$ cat config.mk
export PLATFORM = sky130hd
export DESIGN_NAME = pipeline_ctrl
export DESIGN_NICKNAME = d
export VERILOG_FILES = /design/src/rtl/rv_pipe_pkg.sv /design/src/rtl/pipe_fwd_unit.sv /design/src/rtl/pipeline_ctrl.sv
export SDC_FILE = /design/constraint.sdc
export NUM_CORES = 1
export LEC_CHECK = 0
export CORE_AREA = 5 5 82 84
export DETAILED_ROUTE_END_ITERATION = 16
export DIE_AREA = 0 0 87 89
export MAX_ROUTING_LAYER = met4
export PLACE_DENSITY = 0.91
export SLEW_MARGIN = 0
export SYNTH_ARGS = -nofsm -noshare
export SYNTH_HDL_FRONTEND = slang
export SYNTH_SLANG_ARGS = --single-unit
$ cat constraint.sdc
create_clock -name clk -period 7.7 [get_ports clk]
set_clock_uncertainty 0.15 [all_clocks]
set_input_delay 1.54 -clock clk [delete_from_list [all_inputs] [get_ports clk]]
set_output_delay 1.54 -clock clk [all_outputs]
set_load 0.05 [all_outputs]
$ cat src/rtl/rv_pipe_pkg.sv
`default_nettype none
// ============================================================================
// Module      : rv_pipe_pkg
// Description : Shared types for the RV32I five-stage pipeline controller.
// Revision    : 1.0 - initial release
// ============================================================================
package rv_pipe_pkg;

    typedef enum logic [1:0] {
        FWD_RF  = 2'b00,
        FWD_MEM = 2'b01,
        FWD_WB  = 2'b10
    } fwd_sel_e;

    typedef enum logic [1:0] {
        RUN      = 2'b00,
        MEM_WAIT = 2'b01,
        ERROR    = 2'b10
    } ctrl_state_e;

endpackage
`default_nettype wire

$ cat src/rtl/pipe_fwd_unit.sv
`default_nettype none
// ============================================================================
// Module      : pipe_fwd_unit
// Description : EX operand bypass select; the MEM result wins over WB data.
// Revision    : 1.0 - initial release
// ============================================================================
module pipe_fwd_unit
    import rv_pipe_pkg::*;
#(
    parameter int RegAddress = 5
) (
    input  logic [RegAddress-1:0] i_ex_rs1,
    input  logic [RegAddress-1:0] i_ex_rs2,
    input  logic [RegAddress-1:0] i_mem_rd,
    input  logic [RegAddress-1:0] i_wb_rd,
    input  logic                  i_mem_wr,
    input  logic                  i_wb_wr,
    output fwd_sel_e              o_fwd_a,
    output fwd_sel_e              o_fwd_b
);

    // i_mem_wr / i_wb_wr already fold in stage validity and rd != x0
    function automatic fwd_sel_e sel_src(input logic [RegAddress-1:0] rs);
        if (i_mem_wr && (i_mem_rd == rs))
            return FWD_MEM;
        else if (i_wb_wr && (i_wb_rd == rs))
            return FWD_WB;
        else
            return FWD_RF;
    endfunction

    always_comb begin
        o_fwd_a = sel_src(i_ex_rs1);
        o_fwd_b = sel_src(i_ex_rs2);
    end

endmodule
`default_nettype wire

$ cat src/rtl/pipeline_ctrl.sv
`default_nettype none
// ============================================================================
// Module      : pipeline_ctrl
// Description : Hazard/sequencing controller for the 5-stage RV32I pipeline.
//               Define PIPELINE_FORWARDING_EN to enable EX operand bypassing.
// Revision    : 1.0 - initial release
// ============================================================================
module pipeline_ctrl
    import rv_pipe_pkg::*;
#(
    parameter int DataWidth  = 32,
    parameter int RegAddress = 5,
    parameter int MemTimeout = 255
) (
    input  logic                  clk,
    input  logic                  rst,
    input  logic                  if_instr_valid,
    input  logic [RegAddress-1:0] id_rs1,
    input  logic [RegAddress-1:0] id_rs2,
    input  logic                  id_uses_rs1,
    input  logic                  id_uses_rs2,
    input  logic [RegAddress-1:0] ex_rs1,
    input  logic [RegAddress-1:0] ex_rs2,
    input  logic [RegAddress-1:0] ex_rd,
    input  logic [RegAddress-1:0] mem_rd,
    input  logic [RegAddress-1:0] wb_rd,
    input  logic                  ex_reg_write,
    input  logic                  mem_reg_write,
    input  logic                  wb_reg_write,
    input  logic                  ex_load,
    input  logic                  ex_redirect,
    input  logic                  dmem_req,
    input  logic                  dmem_ack,
    output logic                  pc_en,
    output logic                  if_id_en,
    output logic                  id_ex_en,
    output logic                  ex_mem_en,
    output logic                  mem_wb_en,
    output logic                  if_id_flush,
    output logic                  id_ex_flush,
    output logic [1:0]            fwd_a,
    output logic [1:0]            fwd_b,
    output logic                  id_valid,
    output logic                  ex_valid,
    output logic                  mem_valid,
    output logic                  wb_valid,
    output logic [DataWidth-1:0]  stall_cycles,
    output logic                  mem_timeout
);

    localparam int                 c_WAIT_W  = $clog2(MemTimeout + 1);
    localparam logic [c_WAIT_W-1:0] c_TIMEOUT = c_WAIT_W'(MemTimeout);

    ctrl_state_e          r_state;
    ctrl_state_e          w_state_nxt;
    logic                 r_id_valid;
    logic                 r_ex_valid;
    logic                 r_mem_valid;
    logic                 r_wb_valid;
    logic [c_WAIT_W-1:0]  r_wait_cnt;
    logic [c_WAIT_W-1:0]  w_wait_nxt;
    logic [DataWidth-1:0] r_stall_cycles;
    logic                 r_mem_timeout;

    logic     w_ex_wr;
    logic     w_mem_wr;
    logic     w_wb_wr;
    logic     w_ex_hit;
    logic     w_data_stall;
    logic     w_error;
    logic     w_freeze_cond;
    logic     w_freeze;
    logic     w_redirect;
    logic     w_stall;
    fwd_sel_e w_fwd_a;
    fwd_sel_e w_fwd_b;

    // A stage can only be a hazard source if it is live and writes a real register
    assign w_ex_wr  = r_ex_valid  & ex_reg_write  & (ex_rd  != '0);
    assign w_mem_wr = r_mem_valid & mem_reg_write & (mem_rd != '0);
    assign w_wb_wr  = r_wb_valid  & wb_reg_write  & (wb_rd  != '0);

    assign w_ex_hit = w_ex_wr & ((id_uses_rs1 & (id_rs1 == ex_rd)) |
                                 (id_uses_rs2 & (id_rs2 == ex_rd)));

`ifdef PIPELINE_FORWARDING_EN
    assign w_data_stall = r_id_valid & ex_load & w_ex_hit;

    pipe_fwd_unit #(
        .RegAddress (RegAddress)
    ) u_fwd (
        .i_ex_rs1 (ex_rs1),
        .i_ex_rs2 (ex_rs2),
        .i_mem_rd (mem_rd),
        .i_wb_rd  (wb_rd),
        .i_mem_wr (w_mem_wr),
        .i_wb_wr  (w_wb_wr),
        .o_fwd_a  (w_fwd_a),
        .o_fwd_b  (w_fwd_b)
    );
`else
    logic w_mem_hit;
    logic w_wb_hit;
    logic w_unused;

    // The register file writes at the edge, so a WB producer still blocks decode
    assign w_mem_hit = w_mem_wr & ((id_uses_rs1 & (id_rs1 == mem_rd)) |
                                   (id_uses_rs2 & (id_rs2 == mem_rd)));
    assign w_wb_hit  = w_wb_wr  & ((id_uses_rs1 & (id_rs1 == wb_rd)) |
                                   (id_uses_rs2 & (id_rs2 == wb_rd)));

    assign w_data_stall = r_id_valid & (w_ex_hit | w_mem_hit | w_wb_hit);
    assign w_fwd_a      = FWD_RF;
    assign w_fwd_b      = FWD_RF;
    assign w_unused     = ^{ex_rs1, ex_rs2, ex_load};
`endif

    assign w_error       = (r_state == ERROR);
    assign w_freeze_cond = r_mem_valid & dmem_req & ~dmem_ack;
    assign w_freeze      = ~w_error & w_freeze_cond;
    assign w_redirect    = ~w_error & ~w_freeze & ex_redirect & r_ex_valid;
    assign w_stall       = ~w_error & ~w_freeze & ~w_redirect & w_data_stall;
    assign w_wait_nxt    = r_wait_cnt + c_WAIT_W'(1);

    always_comb begin
        pc_en       = 1'b1;
        if_id_en    = 1'b1;
        id_ex_en    = 1'b1;
        ex_mem_en   = 1'b1;
        mem_wb_en   = 1'b1;
        if_id_flush = 1'b0;
        id_ex_flush = 1'b0;
        if (w_error) begin
            pc_en     = 1'b0;
            if_id_en  = 1'b0;
            id_ex_en  = 1'b0;
            ex_mem_en = 1'b0;
            mem_wb_en = 1'b0;
        end else if (w_freeze) begin
            pc_en     = 1'b0;
            if_id_en  = 1'b0;
            id_ex_en  = 1'b0;
            ex_mem_en = 1'b0;
        end else if (w_redirect) begin
            if_id_flush = 1'b1;
            id_ex_flush = 1'b1;
        end else if (w_stall) begin
            pc_en       = 1'b0;
            if_id_en    = 1'b0;
            id_ex_flush = 1'b1;
        end
    end

    always_comb begin
        w_state_nxt = r_state;
        case (r_state)
            RUN:      if (w_freeze_cond) w_state_nxt = MEM_WAIT;
            // A completing ack beats the timeout in the same cycle
            MEM_WAIT: if (!w_freeze_cond)           w_state_nxt = RUN;
                      else if (w_wait_nxt == c_TIMEOUT) w_state_nxt = ERROR;
            ERROR:    w_state_nxt = ERROR;
            default:  w_state_nxt = RUN;
        endcase
    end

    always_ff @(posedge clk) begin
        if (rst) begin
            r_state       <= RUN;
            r_wait_cnt    <= '0;
            r_mem_timeout <= 1'b0;
        end else begin
            r_state       <= w_state_nxt;
            r_mem_timeout <= r_mem_timeout | (w_state_nxt == ERROR);
            if (r_state == MEM_WAIT)
                r_wait_cnt <= w_wait_nxt;
            else if (r_state == RUN)
                r_wait_cnt <= '0;
        end
    end

    always_ff @(posedge clk) begin
        if (rst) begin
            r_id_valid  <= 1'b0;
            r_ex_valid  <= 1'b0;
            r_mem_valid <= 1'b0;
            r_wb_valid  <= 1'b0;
        end else if (w_error) begin
            r_id_valid  <= r_id_valid;
        end else if (w_freeze) begin
            r_wb_valid  <= 1'b0;
        end else begin
            r_wb_valid  <= r_mem_valid;
            r_mem_valid <= r_ex_valid;
            r_ex_valid  <= r_id_valid & ~w_stall & ~w_redirect;
            r_id_valid  <= w_stall ? r_id_valid : (if_instr_valid & ~w_redirect);
        end
    end

    always_ff @(posedge clk) begin
        if (rst)
            r_stall_cycles <= '0;
        else if (!pc_en && (r_stall_cycles != '1))
            r_stall_cycles <= r_stall_cycles + DataWidth'(1);
    end

    assign fwd_a        = w_fwd_a;
    assign fwd_b        = w_fwd_b;
    assign id_valid     = r_id_valid;
    assign ex_valid     = r_ex_valid;
    assign mem_valid    = r_mem_valid;
    assign wb_valid     = r_wb_valid;
    assign stall_cycles = r_stall_cycles;
    assign mem_timeout  = r_mem_timeout;

endmodule
`default_nettype wire

==> impl_metrics.py, run 1 <==
metrics = {
    "power": {
        "p_sw_w": 0.0001193,
        "p_sw_share_pct": 26.03,
        "powerDensity_mw_per_mm2": 125.0,
        "clockPowerShare_pct": 32.4,
        "pwr-share-comb_pct": 14.2,
        "p_leak_nw": 1.208,
        "ir_worst_vdd_v": 0.00009856,
        "p_int_w": 0.0003390,
        "share_seq_of_total_power_pct": 53.5,
    },
    "clock_network": {
        "postCtsHoldBufs": 0,
        "cts_setup_buffers": 0,
        "cts_buffers": 5,
        "cts_buffer_depth": 2,
        "root_buffer": "clkbuf_8",
        "cts_tree": "yes",
        "htree_num_levels": 2,
        "cts_resized": 0,
        "path_clk_slew_ps": 80,
        "clk_latency_ps": 310,
        "cts.sinks": 47,
    },
    "drt": {
        "drt_iter0_markers": 206,
        "ant_nets": 0,
        "avgRoutedWirePerCell_um": 16.05,
        "firstDrtPassIters": 4,
        "vias": 2816,
        "drc": 0,
        "wl_mm": 7.912,
        "avgViaCountPerCell": 5.712,
    },
    "job": {
        "drv_cap": 0,
    },
    "placed_design": {
        "dp.final_hpwl_mm": 5.773,
        "dpl_cell_area_sq_mm": 0.003581,
        "place_congestion": 1.064,
        "portBuffers": 79,
    },
    "cells_and_area": {
        "layout-drive-gt1-share_pct": 3.828,
        "stdcell_area_sq_mm": 0.003666,
        "final_nets": 467,
        "fillers": 519,
        "syn2layout_area_growth_pct": 31.33,
        "diodes": 0,
        "post-route-util_pct": 62.66,
    },
    "synthesis": {
        "synth_cell_types": 47,
        "synth_area_leaders": "dfxtp_1 34%, xnor2_1 10%, a21oi_1 5.0%",
        "synth-simple-area-share_pct": 24.16,
        "synthXorXnorAreaFrac_pct": 13.18,
        "yosysTopAreaCellShare_pct": 33.71,
        "synthAdderAreaFrac_pct": 1.345,
        "syn_area_sq_mm": 0.002791,
        "ys_seq_area_share_pct": 33.71,
        "yosysWarnings": 0,
        "synth_seq_cells": 47,
        "muxShareOfSynthArea_pct": 0.7172,
        "synth_top_area_cell": "dfxtp_1",
        "synth_top_flop_cell": "dfxtp_1",
        "synthArstFlopShare_pct": 0,
        "synth-compound-area-share_pct": 20.93,
        "synth.avg_cell_area_sq_um": 8.044,
        "synth_edf_count": 0,
        "synthCells": 347,
        "synth_top_family_by_area": "simple AND/OR/NAND/NOR gates",
    },
    "hold_path": {
        "hp-class": "flip-flop to flip-flop",
    },
    "setup_path": {
        "cp-start-kind": "primary input",
        "required_ps": 6010,
        "endpoint_kind": "output pin",
        "worstSetupPathType": "primary input to output pin",
        "crit_fanout": 14,
        "crit_arrival_ps": 4190,
    },
    "sta": {
        "slew-limit-headroom_pct": 51.08,
        "finalSetupViolCount": 0,
        "max_freq_mhz": 170.0,
        "tightest_slew_ps": 732.0,
        "fin_crit_ps": 5881,
        "hold_viol": 0,
        "rsz0062_at_grt": "no",
        "period_share_pct": 76.38,
        "finalMaxSlewViolations": 0,
        "hold_slack_ps": 331.2,
        "final.setup.tns_ps": 0,
    },
    "grt": {
        "grt_pass1_vias": 2757,
        "grt_usage_pct": 21.39,
        "grt_overflow": 0,
        "grt_start_max_net_pins": 43,
        "grt_pass1_wl_mm": 13.01,
        "antenna_found_initial": 0,
    },
    "floorplanning": {
        "num_io_pins": 95,
        "die-area_sq_mm": 0.007743,
        "die_w_um": 87,
        "start_util_pct": 47.71,
        "coreArea_sq_mm": 0.005851,
        "fp.dieH_um": 89,
        "rows": 28,
    },
    "status": {
        "status": "complete, no violations",
    },
}
==> sequential cells by signal, indices dropped and copies added, names as in the netlist <==
signal / cells
wb_valid: 1
id_valid: 1
mem_valid: 1
r_wait_cnt: 8
ex_valid: 1
mem_timeout: 1
stall_cycles: 32
r_state: 2
==> cell families (layout without fill, tap and decap cells) <==
family | count (synthesis) | in the layout
flip-flops | 47 | 47
other | 1 | 4
XOR/XNOR | 42 | 42
buffers and inverters | 33 | 101
AO/OA/AOI/OAI | 86 | 86
AND/OR/NAND/NOR | 133 | 133
multiplexers | 2 | 2
adder cells (fa/ha/maj) | 3 | 3
==> through the flow <==
stage                     std cells  power [W]  setup slack (ps)
after CTS                       493  0.0004604              1814
final                           493  0.0004583              1819
after global routing            493  0.0004746              1713
after detailed placement        485  0.0003148              1826
after global placement          485  0.0003131              1852
after floorplan                 350  0.0002853              2256
==> worst max-delay path, stage by stage <==
cell and delay, ps:
clkdlybuf4s50_1 470, or3_1 400, o311a_1 340, a22oi_2 240
a21oi_4 180, nor2_1 180, clkdlybuf4s50_1 840
==> power groups by stage <==
stage | clock network (W) | registers [W] | logic, W
2_1_floorplan | 0 | 0.000253 | 0.0000318
3_3_place_gp | 0 | 0.000251 | 0.0000624
3_5_place_dp | 0 | 0.000251 | 0.0000641
4_1_cts | 0.000151 | 0.000245 | 0.0000645
5_1_grt | 0.000161 | 0.000245 | 0.0000684
6_report | 0.000148 | 0.000245 | 0.0000649
==> Yosys cell counts, types with 2 or more instances <==
cell type,n
nor3_1,10
o311a_1,2
xor2_1,9
nand4_1,12
and2_1,2
o21ai_1,2
xnor2_1,33
buf_1,2
inv_1,13
o22ai_1,4
o21ai_0,11
nand3b_1,2
nand2b_1,2
o2111ai_1,4
or2_2,2
or3_1,14
mux2i_1,2
o211ai_1,6
nand2_1,31
ha_1,3
nand3_1,11
dfxtp_1,47
clkbuf_1,9
o21a_1,9
or4_1,7
buf_6,2
a21oi_1,28
a21o_1,5
nor2_1,28
and3_1,5
o31ai_1,7
buf_4,6
nor4_1,3
==> worst paths after layout <==
path | cells after the start | start | slack [ps] | endpoint
worst min register to register | 1 | mem_timeout$_SDFF_PP0_ | 330 | mem_timeout$_SDFF_PP0_
worst max register to register | 8 | stall_cycles[0]$_SDFFE_PP0P_ | 5070 | stall_cycles[8]$_SDFFE_PP0P_
worst min-delay path | 1 | mem_timeout$_SDFF_PP0_ | 330 | mem_timeout$_SDFF_PP0_
worst max-delay path | 7 | wb_rd[0] | 1820 | if_id_en
==> cell usage in the layout, fill, tap and decap left out, types with 2 or more instances in the layout <==
master,synthesis,layout
o21ai_0,11,11
ha_1,3,3
xnor2_1,33,33
clkbuf_8,0,5
or3_1,14,14
nand3_1,11,11
dfxtp_1,47,47
clkdlybuf4s50_1,0,79
and3_1,5,5
nor2_1,28,28
nand4_1,12,12
and2_1,2,2
nor3_1,10,10
o31ai_1,7,7
or4_1,7,7
conb_1,1,4
o211ai_1,6,6
inv_1,13,13
mux2i_1,2,2
o22ai_1,4,4
o21a_1,9,9
nand2_1,31,31
o311a_1,2,2
a21oi_1,28,28
nor4_1,3,3
xor2_1,9,9
o21ai_1,2,2
nand3b_1,2,2
or2_2,2,2
a21o_1,5,5
o2111ai_1,4,4
nand2b_1,2,2
==> layout make-up <==
cell class | instances | area, sq um | share of cell area [%]
well taps | 75 | 93.84 | 2.560
clock inverters | 2 | 12.51 | 0.3413
inverters | 13 | 48.80 | 1.331
clock buffers | 6 | 72.57 | 1.980
multi-input cells | 270 | 1699 | 46.35
flip-flops and latches | 47 | 940.9 | 25.67
repair buffers | 80 | 798.3 | 21.77
==> metal layers <==
metal	vias to the layer above	wire (um)	GRT usage [%]
met5	-	0	-
met4	0	223	10.34
met3	24	543	2.857
met2	97	3898	36.09
met1	1329	3246	25.10
li1	1366	-	-
Power figures use the tool's default switching activity.
==> run 2: changes to the inputs <==
Settings changed: CORE_AREA 5 5 82 84 to 5 5 84 86, DIE_AREA 0 0 87 89 to 0 0 89 91, PLACE_DENSITY 0.91 to 0.88.
Clock period 7.7 ns to 5.6 ns, I/O delays scaled along.
==> impl_metrics.py, run 2 (same netlist as run 1, synthesis figures left out) <==
metrics = {
    "sta": {
        "tightest_slew_ps": 839.9,
        "max_freq_mhz": 204.7,
        "period_share_pct": 87.23,
        "hold_viol": 0,
        "final.setup.tns_ps": 0,
        "finalSetupViolCount": 0,
        "fin_crit_ps": 4885,
        "rsz0062_at_grt": "no",
        "slew-limit-headroom_pct": 43.83,
        "finalMaxSlewViolations": 0,
    },
    "grt": {
        "grt_pass1_vias": 2716,
        "grt_usage_pct": 19.44,
        "grt_pass1_wl_mm": 12.45,
        "antenna_found_initial": 0,
        "grt_start_max_net_pins": 25,
        "grt_overflow": 0,
    },
    "clock_network": {
        "path_clk_slew_ps": 80,
        "htree_num_levels": 2,
        "cts_buffers": 5,
        "cts_resized": 0,
        "root_buffer": "clkbuf_8",
        "cts_setup_buffers": 0,
        "cts.sinks": 47,
        "postCtsHoldBufs": 0,
        "clk_latency_ps": 300,
        "cts_tree": "yes",
        "cts_buffer_depth": 2,
    },
    "cells_and_area": {
        "layout_common_cells": "79 x clkdlybuf4s50_1, 47 x dfxtp_1, 33 x xnor2_1",
        "largest_reg_flops": 32,
        "layout-drive-gt1-share_pct": 4.286,
        "diodes": 0,
        "final_nets": 469,
        "final_common_cell": "clkdlybuf4s50_1",
        "syn2layout_area_growth_pct": 32.50,
        "fillers": 565,
    },
    "setup_path": {
        "cpPeakStageDelay_ps": 820,
        "required_ps": 4330,
        "cpLargestDelayFamily": "buffers and inverters",
        "crit_arrival_ps": 3620,
        "worstSetupPathType": "primary input to output pin",
        "crit_buf_inv": 2,
        "reg2reg_slack_ps": 2980,
        "crit_path_top_delay_cell": "clkdlybuf4s50_1",
        "cpMostUsedCell": "clkdlybuf4s50_1",
        "endpoint_kind": "output pin",
        "crit_fanout": 3,
        "path_cells": "clkdlybuf4s50_1, or3_1, o311a_1, a22oi_2, a21oi_4, nor2_1, clkdlybuf4s50_1",
        "cp-start-kind": "primary input",
    },
    "hold_path": {
        "hp-class": "flip-flop to flip-flop",
    },
    "drt": {
        "drc": 0,
        "ant_nets": 0,
        "drt_iter0_markers": 147,
        "avgRoutedWirePerCell_um": 15.52,
        "firstDrtPassIters": 5,
        "wl_mm": 7.713,
        "vias": 2795,
        "avgViaCountPerCell": 5.624,
    },
    "floorplanning": {
        "num_io_pins": 95,
        "rows": 29,
        "die_w_um": 89,
        "die-area_sq_mm": 0.008099,
        "coreArea_sq_mm": 0.006205,
        "start_util_pct": 44.99,
        "fp.dieH_um": 91,
    },
    "job": {
        "drv_cap": 0,
    },
    "placed_design": {
        "place_congestion": 0.9784,
        "portBuffers": 79,
        "dp.final_hpwl_mm": 5.766,
    },
    "power": {
        "ir_worst_vdd_v": 0.0001328,
        "power.total_w": 0.0006498,
        "powerDensity_mw_per_mm2": 175.7,
        "p_leak_nw": 1.229,
    },
    "status": {
        "status": "complete, no violations",
    },
}
-- run 2: area by class of cell --
| class | instances | area, sq um | share of cell area [%] |
|---|---|---|---|
| repair buffers | 82 | 813.3 | 21.99 |
| well taps | 77 | 96.34 | 2.605 |
| inverters | 13 | 48.80 | 1.319 |
| clock buffers | 8 | 100.1 | 2.706 |
| flip-flops and latches | 47 | 940.9 | 25.44 |
| multi-input cells | 270 | 1699 | 45.94 |
-- run 2: worst paths after layout --
| path | startpoint | to | cells past startpoint |
|---|---|---|---|
| setup / recovery | ex_rd[0] | pc_en | 7 |
| hold / removal | mem_timeout$_SDFF_PP0_ | mem_timeout$_SDFF_PP0_ | 1 |
| hold reg to reg | mem_timeout$_SDFF_PP0_ | mem_timeout$_SDFF_PP0_ | 1 |
| setup reg to reg | stall_cycles[0]$_SDFFE_PP0P_ | stall_cycles[11]$_SDFFE_PP0P_ | 8 |
-- run 2: worst register-to-register path: cells and delay by family, from the launching register on --
| kind | cells | cell delay, ps |
|---|---|---|
| flops | 1 | 350 |
| compound gates | 2 | 430 |
| fa+ha+maj | 1 | 230 |
| simple gates | 5 | 1380 |
-- run 2: report_power, final --
group          switching [W]  total [W]  leakage [nW]  internal (W)
Combinational      0.0000454  0.0000890         0.799     0.0000436
Clock               0.000111   0.000224        0.0515      0.000113
Sequential        0.00000177   0.000337         0.379      0.000335
Total               0.000158   0.000650          1.23      0.000492
-- run 2: routing by layer --
| layer | wire length (um) | vias up | track usage (%) | part of all wire, % |
|---|---|---|---|---|
| li1 | - | 1374 | - | - |
| met1 | 3300 | 1318 | 23.27 | 43 |
| met2 | 3765 | 94 | 33.11 | 49 |
| met3 | 542 | 9 | 3.710 | 7.0 |
| met4 | 105 | 0 | 5.087 | 1.4 |
| met5 | 0 | - | - | 0 |
-- run 2: per-stage QoR --
stage	utilization (%)	hold WS [ps]	setup slack (ps)	instances	area [sq um]
2_1_floorplan	-	329.6	996.1	350	2803
3_3_place_gp	58.00	283.1	716.6	489	3598
3_5_place_dp	58.00	291.1	688.7	489	3598
4_1_cts	59.61	311.2	687.4	497	3699
5_1_grt	59.61	328.1	597.3	497	3699
6_report	59.61	304.9	715.0	497	3699
==> run 3: changes to the inputs <==
Settings changed: CAP_MARGIN set to 20, SYNTH_HIERARCHICAL set to 1.
==> results of run 3 <==
Same layout as run 2: the final DEF is identical, and so are final timing and power.
Main changes from that run: Yosys warning count 0 -> 6
